## src/rtl/obs_field.sv

```systemverilog
// Purpose : N_OBS-slot falling-obstacle engine; spawns, moves, hit/miss-tests obstacles once per frame.
// Latency : obs_on/flash_on/active_cnt combinational; hit_mask/miss_mask/shot_consume one clk after the frame tick.
// Backpress: none; game_stop synchronously clears every slot, the spawn timer and the pulses.
// Ports   : clk, rst (async, active-high); x,y pixel scan position; game_stop, level, shot_valid,
//           shot_x_l, shot_y_t in; obs_on, flash_on, hit_mask, miss_mask, shot_consume, active_cnt out.
module obs_field #(
    parameter int         N_OBS        = 4,
    parameter int         OBS_SIZE     = 20,
    parameter int         OBS_V_BASE   = 2,
    parameter int         SPAWN_GAP    = 30,
    parameter int         FLASH_FRAMES = 8,
    parameter int         BOTTOM_Y     = 470,
    parameter int         SHOT_SIZE    = 6,
    parameter int         MAX_X        = 640,
    parameter int         MAX_Y        = 480,
    parameter logic [9:0] LFSR_SEED    = 10'h001
) (
    input  logic             clk,
    input  logic             rst,
    input  logic [9:0]       x,
    input  logic [9:0]       y,
    input  logic             game_stop,
    input  logic [1:0]       level,
    input  logic             shot_valid,
    input  logic [9:0]       shot_x_l,
    input  logic [9:0]       shot_y_t,
    output logic             obs_on,
    output logic             flash_on,
    output logic [N_OBS-1:0] hit_mask,
    output logic [N_OBS-1:0] miss_mask,
    output logic             shot_consume,
    output logic [2:0]       active_cnt
);

    // Counter widths guarded so a gap/flash length of 1 still yields a legal 1-bit counter.
    localparam int TW = (SPAWN_GAP > 1) ? $clog2(SPAWN_GAP) : 1;
    localparam int FW = (FLASH_FRAMES > 1) ? $clog2(FLASH_FRAMES) : 1;

    typedef enum logic [1:0] {S_IDLE = 2'd0, S_FALL = 2'd1, S_FLASH = 2'd2} slot_st_t;

    slot_st_t         st     [N_OBS];
    slot_st_t         st_n   [N_OBS];
    logic [9:0]       ox     [N_OBS];
    logic [9:0]       ox_n   [N_OBS];
    logic [9:0]       oy     [N_OBS];
    logic [9:0]       oy_n   [N_OBS];
    logic [FW-1:0]    fcnt   [N_OBS];
    logic [FW-1:0]    fcnt_n [N_OBS];
    logic [TW-1:0]    timer;
    logic [TW-1:0]    timer_n;
    logic [9:0]       lfsr;
    logic [9:0]       spawn_x;
    logic [N_OBS-1:0] hit_n;
    logic [N_OBS-1:0] miss_n;
    logic             refr_tick;
    logic [10:0]      speed;
    logic             spawn_done;

    assign refr_tick = (x == 10'(MAX_X - 1)) && (y == 10'(MAX_Y - 1));
    assign speed     = 11'(OBS_V_BASE) + {9'd0, level};
    // Fold LFSR values past the right edge back into the visible span.
    assign spawn_x   = (lfsr > 10'(MAX_X - OBS_SIZE)) ? lfsr - 10'(MAX_X - OBS_SIZE) : lfsr;

    // Shot square (top-left a) overlaps obstacle square (top-left b); 11-bit math avoids wrap.
    function automatic logic overlaps(input logic [9:0] ax, input logic [9:0] ay,
                                      input logic [9:0] bx, input logic [9:0] by);
        return ({1'b0, ax} <= {1'b0, bx} + 11'(OBS_SIZE - 1)) &&
               ({1'b0, bx} <= {1'b0, ax} + 11'(SHOT_SIZE - 1)) &&
               ({1'b0, ay} <= {1'b0, by} + 11'(OBS_SIZE - 1)) &&
               ({1'b0, by} <= {1'b0, ay} + 11'(SHOT_SIZE - 1));
    endfunction

    function automatic logic covers(input logic [9:0] px, input logic [9:0] py,
                                    input logic [9:0] bx, input logic [9:0] by);
        return (px >= bx) && ({1'b0, px} < {1'b0, bx} + 11'(OBS_SIZE)) &&
               (py >= by) && ({1'b0, py} < {1'b0, by} + 11'(OBS_SIZE));
    endfunction

    // Free-running LFSR; game_stop leaves it alone so successive games differ.
    always_ff @(posedge clk or posedge rst) begin
        if (rst) lfsr <= LFSR_SEED;
        else     lfsr <= {lfsr[9] ^ lfsr[5] ^ lfsr[0], lfsr[9:1]};
    end

    // State register
    always_ff @(posedge clk or posedge rst) begin
        if (rst) begin
            for (int i = 0; i < N_OBS; i++) begin
                st[i]   <= S_IDLE;
                ox[i]   <= '0;
                oy[i]   <= '0;
                fcnt[i] <= '0;
            end
            timer        <= '0;
            hit_mask     <= '0;
            miss_mask    <= '0;
            shot_consume <= 1'b0;
        end else begin
            for (int i = 0; i < N_OBS; i++) begin
                st[i]   <= st_n[i];
                ox[i]   <= ox_n[i];
                oy[i]   <= oy_n[i];
                fcnt[i] <= fcnt_n[i];
            end
            timer        <= timer_n;
            hit_mask     <= hit_n;
            miss_mask    <= miss_n;
            shot_consume <= |hit_n;
        end
    end

    // Next-state logic. Every test uses pre-tick positions; spawning looks at pre-tick
    // IDLE slots, so a slot freed on this tick is not reused until a later spawn.
    always_comb begin
        for (int i = 0; i < N_OBS; i++) begin
            st_n[i]   = st[i];
            ox_n[i]   = ox[i];
            oy_n[i]   = oy[i];
            fcnt_n[i] = fcnt[i];
        end
        timer_n    = timer;
        hit_n      = '0;
        miss_n     = '0;
        spawn_done = 1'b0;
        if (game_stop) begin
            for (int i = 0; i < N_OBS; i++) st_n[i] = S_IDLE;
            timer_n = '0;
        end else if (refr_tick) begin
            for (int i = 0; i < N_OBS; i++) begin
                case (st[i])
                    S_FALL: begin
                        if (shot_valid && overlaps(shot_x_l, shot_y_t, ox[i], oy[i])) begin
                            st_n[i]   = S_FLASH;
                            fcnt_n[i] = '0;
                            hit_n[i]  = 1'b1;
                        end else if ({1'b0, oy[i]} + speed + 11'(OBS_SIZE - 1) >= 11'(BOTTOM_Y)) begin
                            st_n[i]   = S_IDLE;
                            miss_n[i] = 1'b1;
                        end else begin
                            oy_n[i] = oy[i] + speed[9:0];
                        end
                    end
                    S_FLASH: begin
                        if (fcnt[i] == FW'(FLASH_FRAMES - 1)) st_n[i] = S_IDLE;
                        else                                  fcnt_n[i] = fcnt[i] + FW'(1);
                    end
                    default: ;
                endcase
            end
            if (timer == TW'(SPAWN_GAP - 1)) begin
                timer_n = '0;
                for (int i = 0; i < N_OBS; i++) begin
                    if (!spawn_done && st[i] == S_IDLE) begin
                        st_n[i]    = S_FALL;
                        ox_n[i]    = spawn_x;
                        oy_n[i]    = '0;
                        spawn_done = 1'b1;
                    end
                end
            end else begin
                timer_n = timer + TW'(1);
            end
        end
    end

    // Output logic: pixel flags and occupancy
    always_comb begin
        obs_on     = 1'b0;
        flash_on   = 1'b0;
        active_cnt = '0;
        for (int i = 0; i < N_OBS; i++) begin
            if (st[i] == S_FALL  && covers(x, y, ox[i], oy[i])) obs_on   = 1'b1;
            if (st[i] == S_FLASH && covers(x, y, ox[i], oy[i])) flash_on = 1'b1;
            active_cnt = active_cnt + {2'b0, (st[i] != S_IDLE)};
        end
    end

endmodule

```

## config.mk

```make
export PLATFORM = sky130hd
export DESIGN_NAME = obs_field
export DESIGN_NICKNAME = d
export VERILOG_FILES = /design/src/rtl/obs_field.sv
export SDC_FILE = /design/constraint.sdc
export NUM_CORES = 1
export LEC_CHECK = 0
export ABC_CLOCK_PERIOD_IN_PS = 4800
export BUFFER_PORTS_ARGS = -buffer_cell sky130_fd_sc_hd__buf_2
export CAP_MARGIN = 40
export CORE_UTILIZATION = 65
export CTS_CLUSTER_SIZE = 16
export DETAILED_ROUTE_END_ITERATION = 10
export GPL_TIMING_DRIVEN = 0
export PLACE_DENSITY = 0.83
export SYNTH_ARGS = -nofsm -noshare
export SYNTH_HDL_FRONTEND = slang
export SYNTH_SLANG_ARGS = --single-unit
```

## constraint.sdc

```tcl
create_clock -name clk -period 4.8 [get_ports clk]
set_clock_uncertainty 0.1 [all_clocks]
set_input_delay 0.24 -clock clk [delete_from_list [all_inputs] [get_ports clk]]
set_output_delay 0.24 -clock clk [all_outputs]
set_load 0.005 [all_outputs]
```

After elaboration in Yosys (flattened, before gate mapping)
Index checks and enable logic that the tools add are counted.
{"block": "word_totals", "reg_bits": 124, "out_inout_bits": 14, "elab_cells": 290, "inputBits": 46}
{"block": "op_classes", "eq_ne": 23, "add_sub_neg": 40, "magnitude_cmp": 37, "n_bitwise": 3, "reduce_logical": 66, "muxes": 100}
{"cell": "10-bit by 5-bit adder with 11-bit output (second input constant)", "count": 16}
{"cell": "10-bit by 11-bit <= comparator with 1-bit output", "count": 16}
{"cell": "10-bit 2-to-1 mux", "count": 17}
{"cell": "10-bit by 11-bit < comparator with 1-bit output", "count": 8}
{"cell": "10-bit >= comparator", "count": 8}
{"cell": "10-bit by 3-bit adder with 11-bit output", "count": 4}
{"cell": "11-bit by 5-bit adder with 11-bit output (second input constant)", "count": 4}
{"cell": "11-bit by 9-bit >= comparator with 1-bit output (second input constant)", "count": 4}
{"cell": "10-bit by 3-bit adder with 10-bit output", "count": 4}
{"cell": "1-bit logical AND", "count": 40}
{"cell": "1-bit 2-to-1 mux", "count": 40}
{"cell": "40-bit 2-to-1 mux", "count": 1}
{"cell": "2-bit 2-to-1 mux", "count": 16}
{"cell": "3-bit 2-to-1 mux", "count": 8}
{"cell": "8-bit 2-to-1 mux", "count": 3}
{"cell": "3-bit case mux with 2 select lines", "count": 4}
{"cell": "10-bit by 3-bit adder with 11-bit output (second input constant)", "count": 2}
{"cell": "5-bit AND reduction", "count": 4}
{"cell": "2-bit nonzero test", "count": 9}
{"cell": "4-bit 2-to-1 mux", "count": 4}
{"cell": "2-bit != test (second input constant)", "count": 8}
{"cell": "2-bit case mux with 2 select lines", "count": 4}
{"cell": "4-bit AND reduction", "count": 4}
{"cell": "5-bit 2-to-1 mux", "count": 3}
{"cell": "20 further kinds", "count": 38}

Depth between registers and ports, before layout
{"block": "depth", "depth_word": 23, "ltp_mapped": 17, "depth_no_buf": 15}

Least setup slack after synthesis
Ideal clock, no wire load.
{"block": "synth_timing", "path_kind": "register -> register", "start": "register oy[14] (netlist name)", "end": "register fcnt[3] (netlist name)", "path_buffers": 1, "period_less_slack_ps": 3571, "path_slack_ps": 1229, "setup_ps": 128, "arrival_time_ps": 3344, "stages_incl_launch_ff": 17, "required_ps": 4572, "cell_sequence": "dfrtp_1 -> clkbuf_1 -> clkinv_1 -> ha_1 -> a21oi_1 -> nor2_1 -> o21ai_0 -> xnor2_1 -> ha_1 -> a21o_1 -> a21oi_1 -> a21oi_1 -> o41ai_1 -> a31oi_1 -> nor3_2 -> o211a_1 -> mux2_1"}
{"block": "synth_via", "elab_chain_cells": 7, "elab_cells_between_ends": 8, "classes_between": "add/sub: 1; order compare: 2; eq/ne: 1; reduce/logical: 4"}
{"item": "from (decl)", "line": "45", "rtl": "logic [9:0] oy [N_OBS];"}
{"item": "from (signal, indexed assignment)", "line": "102", "rtl": "oy[i] <= oy_n[i];"}
{"item": "10-bit by 5-bit adder with 11-bit output", "line": "69", "rtl": "({1'b0, ay} <= {1'b0, by} + 11'(OBS_SIZE - 1)) &&"}
{"item": "10-bit by 11-bit <= comparator with 1-bit output", "line": "69"}
{"item": "1-bit logical AND", "line": "68", "rtl": "({1'b0, bx} <= {1'b0, ax} + 11'(SHOT_SIZE - 1)) &&"}
{"item": "1-bit logical AND *", "line": "69"}
{"item": "1-bit logical AND *", "line": "132", "rtl": "if (shot_valid && overlaps(shot_x_l, shot_y_t, ox[i], oy[i])) begin"}
{"item": "2-bit != test (no source line) *"}
{"item": "5-bit AND reduction (no source line) *"}
{"item": "to (signal, indexed assignment)", "line": "103", "rtl": "fcnt[i] <= fcnt_n[i];"}
{"item": "to (decl)", "line": "47", "rtl": "logic [FW-1:0] fcnt [N_OBS];"}
Every way passes the cells marked *; elsewhere a longest branch is shown, timed or not.
A chain may end at the register's enable or synchronous reset.

Final worst setup path
{"block": "layout_timing", "start": "register oy[24] (netlist name)", "end": "register oy[26] (netlist name)"}
{"block": "layout_via", "elab_chain_cells": 9, "elab_cells_between_ends": 15, "classes_between": "add/sub: 4; order compare: 3; mux: 5; reduce/logical: 3"}
{"item": "parallel branches: the longest is 5 deep, another holds 10-bit by 3-bit adder with 11-bit output"}
{"item": "10-bit 2-to-1 mux *", "line": "132"}
{"item": "10-bit 2-to-1 mux *", "line": "130", "rtl": "case (st[i])"}
{"item": "10-bit 2-to-1 mux", "line": "153", "rtl": "if (!spawn_done && st[i] == S_IDLE) begin"}
{"item": "40-bit 2-to-1 mux *", "line": "150", "rtl": "if (timer == TW'(SPAWN_GAP - 1)) begin"}
Mark *: on every way between the ends.

==> impl_results.md <==
- Post-Synthesis Cells: 1944
- Root buffer cell: clkbuf_16
- Critical path peak fanout: 9
- Share of the synthesized area in the top cell type: 28.7%
- Max-Cap Viols: 0
- Vias in the first global route: 15200
- Synth Cell Area: 16400 um2
- Antenna violations before repair: 0
- Via density: 6.69
- Rel. slew slack: 32.2%
- Die X: 161 um
- Unrepaired setup endpoints after global routing: no
- Final Cycle Share: 95.2%
- Worst slew pin tran: 1.01 ns
- Hold path startpoint: game_stop
- Total Routing Usage GR: 39.6%
- Slew Viols, Final: 0
- Largest net degree at the start of global routing: 94
- Top cells by area, synth: ha_1 (29%), dfrtp_1 (19%), xnor2_1 (6.4%), o21ai_0 (4.3%), a21oi_1 (4.2%)
- Drt total wl: 50800 um
- Reg-to-Reg Start: oy[24]$_DFFE_PP0P_
- Leak: 8.04 nW
- Core area: 24500 um2
- Cell Pwr Density: 169 nW/um2
- Synth Net Count: 2376
- WHS Path Cells: 2
- CP Class: reg2reg
- WP data arrival: 4.80 ns
- Critical Path Start Type: flop
- Hold Path Class: in2reg
- Worst path required time: 5.03 ns
- Post-synthesis async set-or-reset flop share: 100%
- # IOs: 60
- Area growth syn-to-layout: 8.57%
- Nets@finish: 2459
- First-pass GRT wire length: 79700 um
- FF-to-FF path depth: 16
- Vias after detailed routing: 15800
- Detailed Place HPWL: 39300 um
- # Post-CTS Setup Buffers: 0
- DR iter-0 viols: 1517
- Worst Setup End Kind: flop
- Post-synth EDFFs: 0
- Most common cell in the synthesized netlist: ha_1
- GPL Wtd Cong: 1.00
- Status: finished clean
- Std cell rows: 57
- N_diodes: 0
- Clk Latency, worst-skew pair: 0.43 ns
- Post-synth top cells: ha_1 (377), inv_1 (181), nand2_1 (145)
- Yosys cell types: 85
- Max Clock Freq: 0.219 GHz
- Port bufs: 59
- Post-synth top area cell: ha_1
- Starting Density: 67.0%
- Sequential cell area fraction in the yosys report: 18.9%
- Fraction of layout cells with a size suffix above 1: 6.08%
- Total power: 3.02 mW
- Post-synth top flop: dfrtp_1
- Die footprint: 25900 um2
- Setup_tns: 0 ns
- Die Y: 161 um
- Max clock buf depth: 2
- Fin crit period: 4.57 ns
- RR Endpoint: oy[26]$_DFFE_PP0P_
- Flops & latches, synth: 124
- Clock buffer count from CTS: 17
- Max H-tree Level: 4
- Final setup viols: 0
- Post-synthesis average cell area: 8.46 um2
- Reg clk slew, reported paths: 0.06 ns
- Final hold vios: 0
- TritonCTS clock tree: built
- Post-route ant nets: 0
- WL/cell: 21.5 um
- Register-to-register setup slack: 0.23 ns
- Yosys warns: 0
- Grt total ovfl: 0
- Clock sink count: 124
- Worst Hold End: st[6]$_DFFE_PP0P_
- Remaining DRCs: 0
- DR pass1 iterations: 6
- Max IR drop VDD: 0.000299 V
[sequential cells by signal (all words and copies together) (netlist names)]
register / cells
fcnt: 12
hit_mask: 4
lfsr: 10
miss_mask: 4
ox: 40
oy: 40
shot_consume: 1
st: 8
timer: 5
[cell families after synthesis]
logic type / Yosys count / share of synthesized area, %
flip-flops: 124 / 18.9
AO/OA/AOI/OAI: 546 / 21.5
adder cells (fa/ha/maj): 387 / 29.9
buffers and inverters: 224 / 5.15
XOR/XNOR: 150 / 7.99
multiplexers: 16 / 0.997
AND/OR/NAND/NOR: 497 / 15.6
[critical path, stage by stage (launching register included)]
cell	delay [ns]
dfrtp_1	0.43
clkbuf_1	0.24
inv_1	0.23
ha_1	0.27
nand2_1	0.08
o21bai_1	0.28
nor2b_1	0.21
xnor2_1	0.09
ha_1	0.29
nand3_1	0.10
and3_1	0.19
a311oi_1	0.19
o21ai_0	0.23
o211ai_1	0.26
o2111ai_1	0.34
or4b_2	0.72
a21oi_1	0.23
[timing repair]
item,in CTS,in global routing
endpoints found under the setup margin,1,8
hold buffers,1,0
pin swaps,0,0
endpoints found under the hold margin,31,0
resized for setup,1,4
[worst max-delay path by stage]
| stage | start | endpoint | slack, ns | cells after the start |
|---|---|---|---|---|
| finish | oy[24]$_DFFE_PP0P_ | oy[26]$_DFFE_PP0P_ | 0.23 | 16 |
| global route | oy[14]$_DFFE_PP0P_ | flash_on | 0.07 | 16 |
| CTS | oy[4]$_DFFE_PP0P_ | obs_on | 0.17 | 13 |
| detailed placement | ox[32]$_DFFE_PP0P_ | st[7]$_DFFE_PP0P_ | 0.02 | 13 |
| global placement | rst | oy[30]$_DFFE_PP0P_ | -0.39 | 2 |
| floorplan | rst | fcnt[0]$_DFFE_PP0P_ | 1.16 | 1 |
[layer usage]
layer	up-vias	global-route usage [%]	routed length, um
met5	-	0	0
met4	0	22.6	2730
met3	202	9.07	5170
met2	794	60.5	22100
met1	7509	51.4	20900
li1	7319	-	-
[through the flow]
stage | cells | util (%) | instance area, um2 | hold WS (ns) | setup WS [ns]
after floorplan | 1944 | - | 16400 | 0.203 | 1.16
after global routing | 2364 | 72.7 | 17800 | 0.0310 | 0.0668
after global placement | 2327 | 69.9 | 17100 | 0.284 | -0.392
after CTS | 2364 | 72.7 | 17800 | 0.0196 | 0.174
final | 2364 | 72.7 | 17800 | 0.0436 | 0.228
after detailed placement | 2331 | 70.0 | 17200 | 0.146 | 0.0228
[cells in the final DEF, fill, tap and decap left out, types with 13 or more instances in the layout]
cell | netlist | final
inv_1 | 181 | 180
nand3_1 | 53 | 53
nand2_1 | 145 | 145
nor2_1 | 73 | 73
dfrtp_1 | 123 | 123
xor2_1 | 29 | 29
o211ai_1 | 33 | 33
clkbuf_16 | 0 | 17
a21o_1 | 33 | 33
ha_1 | 377 | 377
nor3_1 | 33 | 32
nand2b_1 | 23 | 23
clkbuf_1 | 38 | 38
or3_1 | 18 | 18
a2111oi_0 | 13 | 13
a21oi_1 | 139 | 139
o21ai_0 | 142 | 142
o2111ai_1 | 17 | 17
buf_2 | 2 | 64
nand4_1 | 33 | 33
mux2i_1 | 13 | 13
nor2b_1 | 43 | 43
a31oi_1 | 15 | 15
xnor2_1 | 121 | 121
or4_1 | 15 | 15
o31ai_1 | 16 | 16
a211oi_1 | 20 | 20
o21a_1 | 27 | 27
[area by class of cell]
type                       count  area, um2
inverter                     183        692
timing repair buffer          64        348
buffer                        41        160
clock buffer                  17        425
sequential                   124       3100
fill                        1962       6690
tap                          324        405
clock inverter                15        200
multi-input combinational   1596      12500
[power by group]
part	total, mW	switching (mW)	internal [mW]
clock	1.40	0.566	0.837
combinational	0.567	0.359	0.208
sequential	1.05	0.000000525	1.05
Note: power is estimated with default switching activity, not from simulation.
